**config.mk**
```make
export PLATFORM = sky130hd
export DESIGN_NAME = sonar_scan_scheduler
export DESIGN_NICKNAME = d
export VERILOG_FILES = /design/src/rtl/sonar_scan_scheduler.sv
export SDC_FILE = /design/constraint.sdc
export NUM_CORES = 1
export LEC_CHECK = 0
export BUFFER_PORTS_ARGS = -buffer_cell sky130_fd_sc_hd__buf_2
export CELL_PAD_IN_SITES_DETAIL_PLACEMENT = 1
export CELL_PAD_IN_SITES_GLOBAL_PLACEMENT = 1
export CORE_MARGIN = 10
export CORE_UTILIZATION = 40
export DETAILED_ROUTE_END_ITERATION = 10
export PLACE_DENSITY_LB_ADDON = 0.08
export SLEW_MARGIN = 15
export SYNTH_ARGS = -nofsm -noshare
export SYNTH_HDL_FRONTEND = slang
export SYNTH_SLANG_ARGS = --single-unit
```
**constraint.sdc**
```tcl
create_clock -name clock -period 3.49 [get_ports clock]
set_input_delay 0.698 -clock clock [delete_from_list [all_inputs] [get_ports clock]]
set_output_delay 0.698 -clock clock [all_outputs]
set_load 0.01 [all_outputs]
```
**src/rtl/sonar_scan_scheduler.sv**
```systemverilog
// Round-robin ultrasonic ranging scheduler: fires one HC-SR04-style sensor at a
// time, times its echo in microseconds, converts it to centimetres by counting
// 58 us buckets, and publishes a one-cycle report plus a per-sensor distance bank.
module sonar_scan_scheduler #(
  parameter int NUM_SENSORS   = 4,
  parameter int CYCLES_PER_US = 50,
  parameter int TRIG_US       = 10,
  parameter int ECHO_WAIT_US  = 1000,
  parameter int MAX_ECHO_US   = 30000,
  parameter int GAP_US        = 10000,
  parameter int US_PER_CM     = 58
) (
  input  logic                        clock,
  input  logic                        reset,
  input  logic                        enable,
  input  logic [NUM_SENSORS-1:0]      echo,
  output logic [NUM_SENSORS-1:0]      trig,
  output logic                        busy,
  output logic                        rpt_valid,
  output logic [2:0]                  rpt_id,
  output logic [15:0]                 rpt_cm,
  output logic                        rpt_timeout,
  output logic [16*NUM_SENSORS-1:0]   dist_bank
);

  typedef enum logic [2:0] {
    IDLE,
    TRIG,
    WAIT_ECHO,
    MEASURE,
    REPORT,
    GAP
  } state_t;

  state_t state, state_next;

  logic [NUM_SENSORS-1:0] echo_s1, echo_s2;
  logic        echo_sel, echo_prev, echo_rise, echo_fall;
  logic [15:0] presc, tick_cnt;
  logic        tick;
  logic [15:0] us_cnt, cm_cnt, sub_cnt, meas_cm;
  logic [2:0]  idx;
  logic [15:0] res_cm;
  logic        res_timeout;

  assign tick      = (presc == 16'(CYCLES_PER_US - 1));
  assign echo_rise = echo_sel & ~echo_prev;
  assign echo_fall = ~echo_sel & echo_prev;
  assign busy      = (state != IDLE);
  // A tick landing on the falling-edge cycle still counts toward the distance.
  assign meas_cm   = (tick && sub_cnt == 16'(US_PER_CM - 1)) ? cm_cnt + 16'd1 : cm_cnt;

  // Select the synchronised echo of the active sensor and decode the trigger bank.
  always_comb begin
    echo_sel = 1'b0;
    trig     = '0;
    for (int k = 0; k < NUM_SENSORS; k++) begin
      if (idx == 3'(k)) begin
        echo_sel = echo_s2[k];
        trig[k]  = (state == TRIG);
      end
    end
  end

  // Next-state logic and the result that will be published on entry to REPORT.
  always_comb begin
    state_next  = state;
    res_cm      = 16'hFFFF;
    res_timeout = 1'b1;
    case (state)
      IDLE: begin
        if (enable) state_next = TRIG;
      end
      TRIG: begin
        if (tick && tick_cnt == 16'(TRIG_US - 1)) state_next = WAIT_ECHO;
      end
      WAIT_ECHO: begin
        if (echo_rise) state_next = MEASURE;
        else if (tick && tick_cnt == 16'(ECHO_WAIT_US - 1)) state_next = REPORT;
      end
      MEASURE: begin
        if (echo_fall) begin
          state_next  = REPORT;
          res_cm      = meas_cm;
          res_timeout = 1'b0;
        end else if (us_cnt >= 16'(MAX_ECHO_US)) begin
          state_next = REPORT;
        end
      end
      REPORT: begin
        state_next = GAP;
      end
      GAP: begin
        if (tick && tick_cnt == 16'(GAP_US - 1)) state_next = enable ? TRIG : IDLE;
      end
      default: state_next = IDLE;
    endcase
  end

  // State register and round-robin sensor index, advanced as GAP ends.
  always_ff @(posedge clock) begin
    if (reset) begin
      state <= IDLE;
      idx   <= 3'd0;
    end else begin
      state <= state_next;
      if (state == GAP && state_next != GAP)
        idx <= (idx == 3'(NUM_SENSORS - 1)) ? 3'd0 : idx + 3'd1;
    end
  end

  // Two-flop echo synchronisers plus the previous selected value for edge detection.
  always_ff @(posedge clock) begin
    if (reset) begin
      echo_s1   <= '0;
      echo_s2   <= '0;
      echo_prev <= 1'b0;
    end else begin
      echo_s1   <= echo;
      echo_s2   <= echo_s1;
      echo_prev <= echo_sel;
    end
  end

  // Microsecond prescaler and per-state tick counter, both restarted on every state entry.
  always_ff @(posedge clock) begin
    if (reset) begin
      presc    <= 16'd0;
      tick_cnt <= 16'd0;
    end else if (state_next != state) begin
      presc    <= 16'd0;
      tick_cnt <= 16'd0;
    end else if (tick) begin
      presc    <= 16'd0;
      tick_cnt <= tick_cnt + 16'd1;
    end else begin
      presc    <= presc + 16'd1;
    end
  end

  // Echo width in us and divider-free cm conversion via a 0..US_PER_CM-1 sub-counter.
  always_ff @(posedge clock) begin
    if (reset) begin
      us_cnt  <= 16'd0;
      cm_cnt  <= 16'd0;
      sub_cnt <= 16'd0;
    end else if (state == WAIT_ECHO && state_next == MEASURE) begin
      us_cnt  <= 16'd0;
      cm_cnt  <= 16'd0;
      sub_cnt <= 16'd0;
    end else if (state == MEASURE && tick) begin
      us_cnt <= us_cnt + 16'd1;
      if (sub_cnt == 16'(US_PER_CM - 1)) begin
        sub_cnt <= 16'd0;
        cm_cnt  <= cm_cnt + 16'd1;
      end else begin
        sub_cnt <= sub_cnt + 16'd1;
      end
    end
  end

  // Report outputs and distance bank are written on the edge entering REPORT and hold otherwise.
  always_ff @(posedge clock) begin
    if (reset) begin
      rpt_valid   <= 1'b0;
      rpt_id      <= 3'd0;
      rpt_cm      <= 16'd0;
      rpt_timeout <= 1'b0;
      dist_bank   <= '0;
    end else begin
      rpt_valid <= (state_next == REPORT);
      if (state_next == REPORT) begin
        rpt_id      <= idx;
        rpt_cm      <= res_cm;
        rpt_timeout <= res_timeout;
        for (int k = 0; k < NUM_SENSORS; k++) begin
          if (idx == 3'(k)) dist_bank[16*k +: 16] <= res_cm;
        end
      end
    end
  end

endmodule

```
==> out/results.tsv <==
stage	metric	value	unit
floorplanning	initial_utilization	40.7	%
grt	grt_pass1_wl	37.5	mm
cts	clock_latency	0.44	ns
power_and_ir_drop	power_frac_comb	2.9	%
placed_design	port_buffers	96	
drt	viasPerCell	5.37	
drt	vias	6691	
yosys	synth_common_cells	180 x dfxtp_1, 78 x nor2_1, 72 x a21oi_1	
worst_setup_path	reg2reg_slack	0.48	ns
grt	grt_max_degree	58	
cts	clkTransAtPathRegs	0.08	ns
worst_setup_path	worstSetupStartpoint	idx[1]	
sta	max_freq	332	MHz
placed_design	dp.cells	1216	
yosys	synth_edf_count	0	
yosys	synth_area_leader_cell	dfxtp_1	
hold_path	min_from	echo_s1[3]	
sta	slew_violations	0	
cells_and_area	fin_cells	1247	
yosys	synth_nets	907	
grt	antenna_found_initial	0	
power_and_ir_drop	switching_share	24.9	%
floorplanning	die_h	161	um
yosys	ys_seq_area_share	45.3	%
floorplanning	coreArea	19500	sq um
yosys	ys_warn_count	0	
worst_setup_path	crit_arrival	3.38	ns
placed_design	place_congestion	0.799	
sta	finClkSkew	0.0229	ns
worst_setup_path	critPathMaxFanout	12	
yosys	synth_area	7950	sq um
worst_setup_path	timing.rr.start	idx[1]	
cells_and_area	nets	990	
drt	wl_per_cell	18.5	um
grt	grt_pass1_vias	7064	
worst_setup_path	path_class	reg2reg	
drt	wirelength	23.1	mm
yosys	synth.distinct_cells	56	
worst_setup_path	worstPathRequired	3.86	ns
floorplanning	rows	51	
worst_setup_path	crit_path_end_kind	register	
yosys	synthCells	887	
power_and_ir_drop	pwr-share-clk	46.0	%
cells_and_area	n_antenna_cell	0	
floorplanning	die_w	161	um
drt	drtPass1Iterations	4	
power_and_ir_drop	power.net_switching	1010	uW
sta	finalHoldViolCount	0	
yosys	avgSynthCellArea	8.97	sq um
power_and_ir_drop	power_frac_seq	51.1	%
yosys	synth.most_common_cell	dfxtp_1	
sta	finalWorstSetupSlack	0.476	ns
cts	cts_tree	built	
worst_setup_path	start_kind	register	
cells_and_area	area_growth_syn_to_layout	16.6	%
drt	drtIter0Drc	280	
grt	grt_overflow	0	
drt	drtAntennaViolNets	0	
sta	fin_crit_sh	86.4	%
cts	cts_buffers	17	
power_and_ir_drop	p_leak	0.00353	uW
yosys	yosys_most_used_dff	dfxtp_1	
cts	clock-sinks	180	
floorplanning	io-pin-count	97	
power_and_ir_drop	ir_drop	0.319	mV
power_and_ir_drop	p_int	3040	uW
cts	cts_buffer_depth	2	
sta	rsz0062_at_grt	no	
yosys	synthArstFlopShare	0	%
yosys	synth.area.top_cells	dfxtp_1 45%, xnor2_1 5.7%, a21oi_1 4.5%	
cts	root_buffer	clkbuf_16	
drt	drc	0	
grt	gr-usage-all-layers	17.6	%
sta	setup_viol	0	
hold_path	min_path_type	reg2reg	
placed_design	preCtsSetupSlack	0.327	ns
sta	fin_setup_tns	0	ns
status	status	complete, no violations	
sta	relSlewSlack	31.5	%
yosys	ys_ff_latch	180	
placed_design	hpwlAfterDp	16.4	mm
sta	min_period	3.01	ns
power_and_ir_drop	powerDensity	436	nW/um^2
sta	finalHoldWorstSlack	0.459	ns
floorplanning	dieArea	25900	sq um
flow_run	drv_cap	0	
cells_and_area	drive_above_1_share	16.9	%
yosys	synth.top_cell.area_share	45.3	%
sta	tightest_slew	1.02	ns
cts	htreeDepth	4	
==> sequential cells by signal (all words and copies together) (netlist names) <==
name         cells
idx              3
rpt_valid        1
echo_s2          4
cm_cnt          16
rpt_id           3
tick_cnt        16
dist_bank       64
rpt_timeout      1
presc           16
echo_s1          4
rpt_cm          16
state            3
sub_cnt         16
echo_prev        1
us_cnt          16
==> layer usage <==
| metal | vias to the layer above | part of all wire, % | track usage [%] | wire length [um] |
|---|---|---|---|---|
| met2 | 85 | 49 | 29.8 | 11300 |
| met1 | 3311 | 47 | 22.4 | 10900 |
| met4 | 0 | 0.78 | 4.43 | 180 |
| met5 | - | 0 | 0 | 0 |
| li1 | 3285 | - | - | - |
| met3 | 10 | 3.3 | 3.84 | 770 |
==> kinds of logic (layout without fill, tap and decap cells) <==
| family | Yosys count | in the layout | synth area share [%] |
|---|---|---|---|
| and+or+nand+nor | 351 | 351 | 23.6 |
| AOI/OAI and AO/OA | 162 | 162 | 13.2 |
| muxes | 26 | 26 | 3.27 |
| xor gates and xnor gates | 78 | 78 | 8.59 |
| buffers and inverters | 77 | 172 | 3.93 |
| adders and majority gates | 13 | 13 | 2.05 |
| DFF | 180 | 180 | 45.3 |
==> power by group through the flow <==
| stage | registers (uW) | logic (uW) | clock network [uW] |
|---|---|---|---|
| 4_1_cts | 2070 | 118 | 1910 |
| 6_report | 2070 | 117 | 1860 |
| 5_1_grt | 2070 | 130 | 1990 |
| 3_5_place_dp | 2120 | 118 | 0 |
| 3_3_place_gp | 2120 | 114 | 0 |
| 2_1_floorplan | 2110 | 86.0 | 0 |
==> path summary, 6_finish.rpt <==
kind	depth (start not counted)	end
max	8	dist_bank[38]
min	1	echo_s2[3]
max reg2reg	8	dist_bank[38]
min reg2reg	1	echo_s2[3]
==> through the flow <==
step / utilization (%) / area [sq um] / total power, uW
CTS: 47.4 / 9270 / 4100
global route: 47.5 / 9280 / 4190
global placement: 44.5 / 8700 / 2230
floorplan: - / 7950 / 2200
detailed placement: 44.5 / 8700 / 2230
finish: 47.5 / 9280 / 4050
==> layout by cell type (no fill, tap or decap), types with 3 or more instances in the layout <==
master and instances:
a21oi_1 71, a31o_2 5, mux2i_1 26, ha_1 13, nand4_1 20, and3_1 8, nor3_2 4, o21ai_0 11
buf_2 96, nand2_1 39, and2_1 4, nor3_1 55, a211oi_1 15, a221oi_1 5, clkinvlp_4 3, nand2b_1 31
inv_1 29, o21a_1 34, nand3_1 28, nor4_1 24, or3_1 22, nor2_1 78, xnor2_1 52, dfxtp_1 180
clkbuf_16 17, buf_4 16, and4_1 5, inv_8 3, a21o_1 3, a31oi_1 3, inv_6 4, xor2_1 26
nor2b_1 13
==> critical path, stage by stage, from the launching register on <==
cell       delay (ns)
dfxtp_1          0.42
inv_1            0.10
ha_1             0.21
nand3b_1         0.19
a2111o_1         0.40
a21oi_1          0.49
a2bb2oi_4        0.41
or3_1            0.47
mux2i_1          0.26
==> timing repair <==
action                     CTS  global route
setup endpoints to repair    0             1
resized for setup            0             1
hold buffers                 0             0
buffers inserted             0             0
==> area by class of cell <==
type / instances / area (sq um)
Sequential cell: 180 / 3600
Inverter: 29 / 109
Clock inverter: 14 / 141
Tap cell: 265 / 332
Fill cell: 2316 / 10200
Timing Repair Buffer: 112 / 601
Clock buffer: 17 / 425
Multi-Input combinational cell: 630 / 4070
Power figures use the tool's default switching activity.
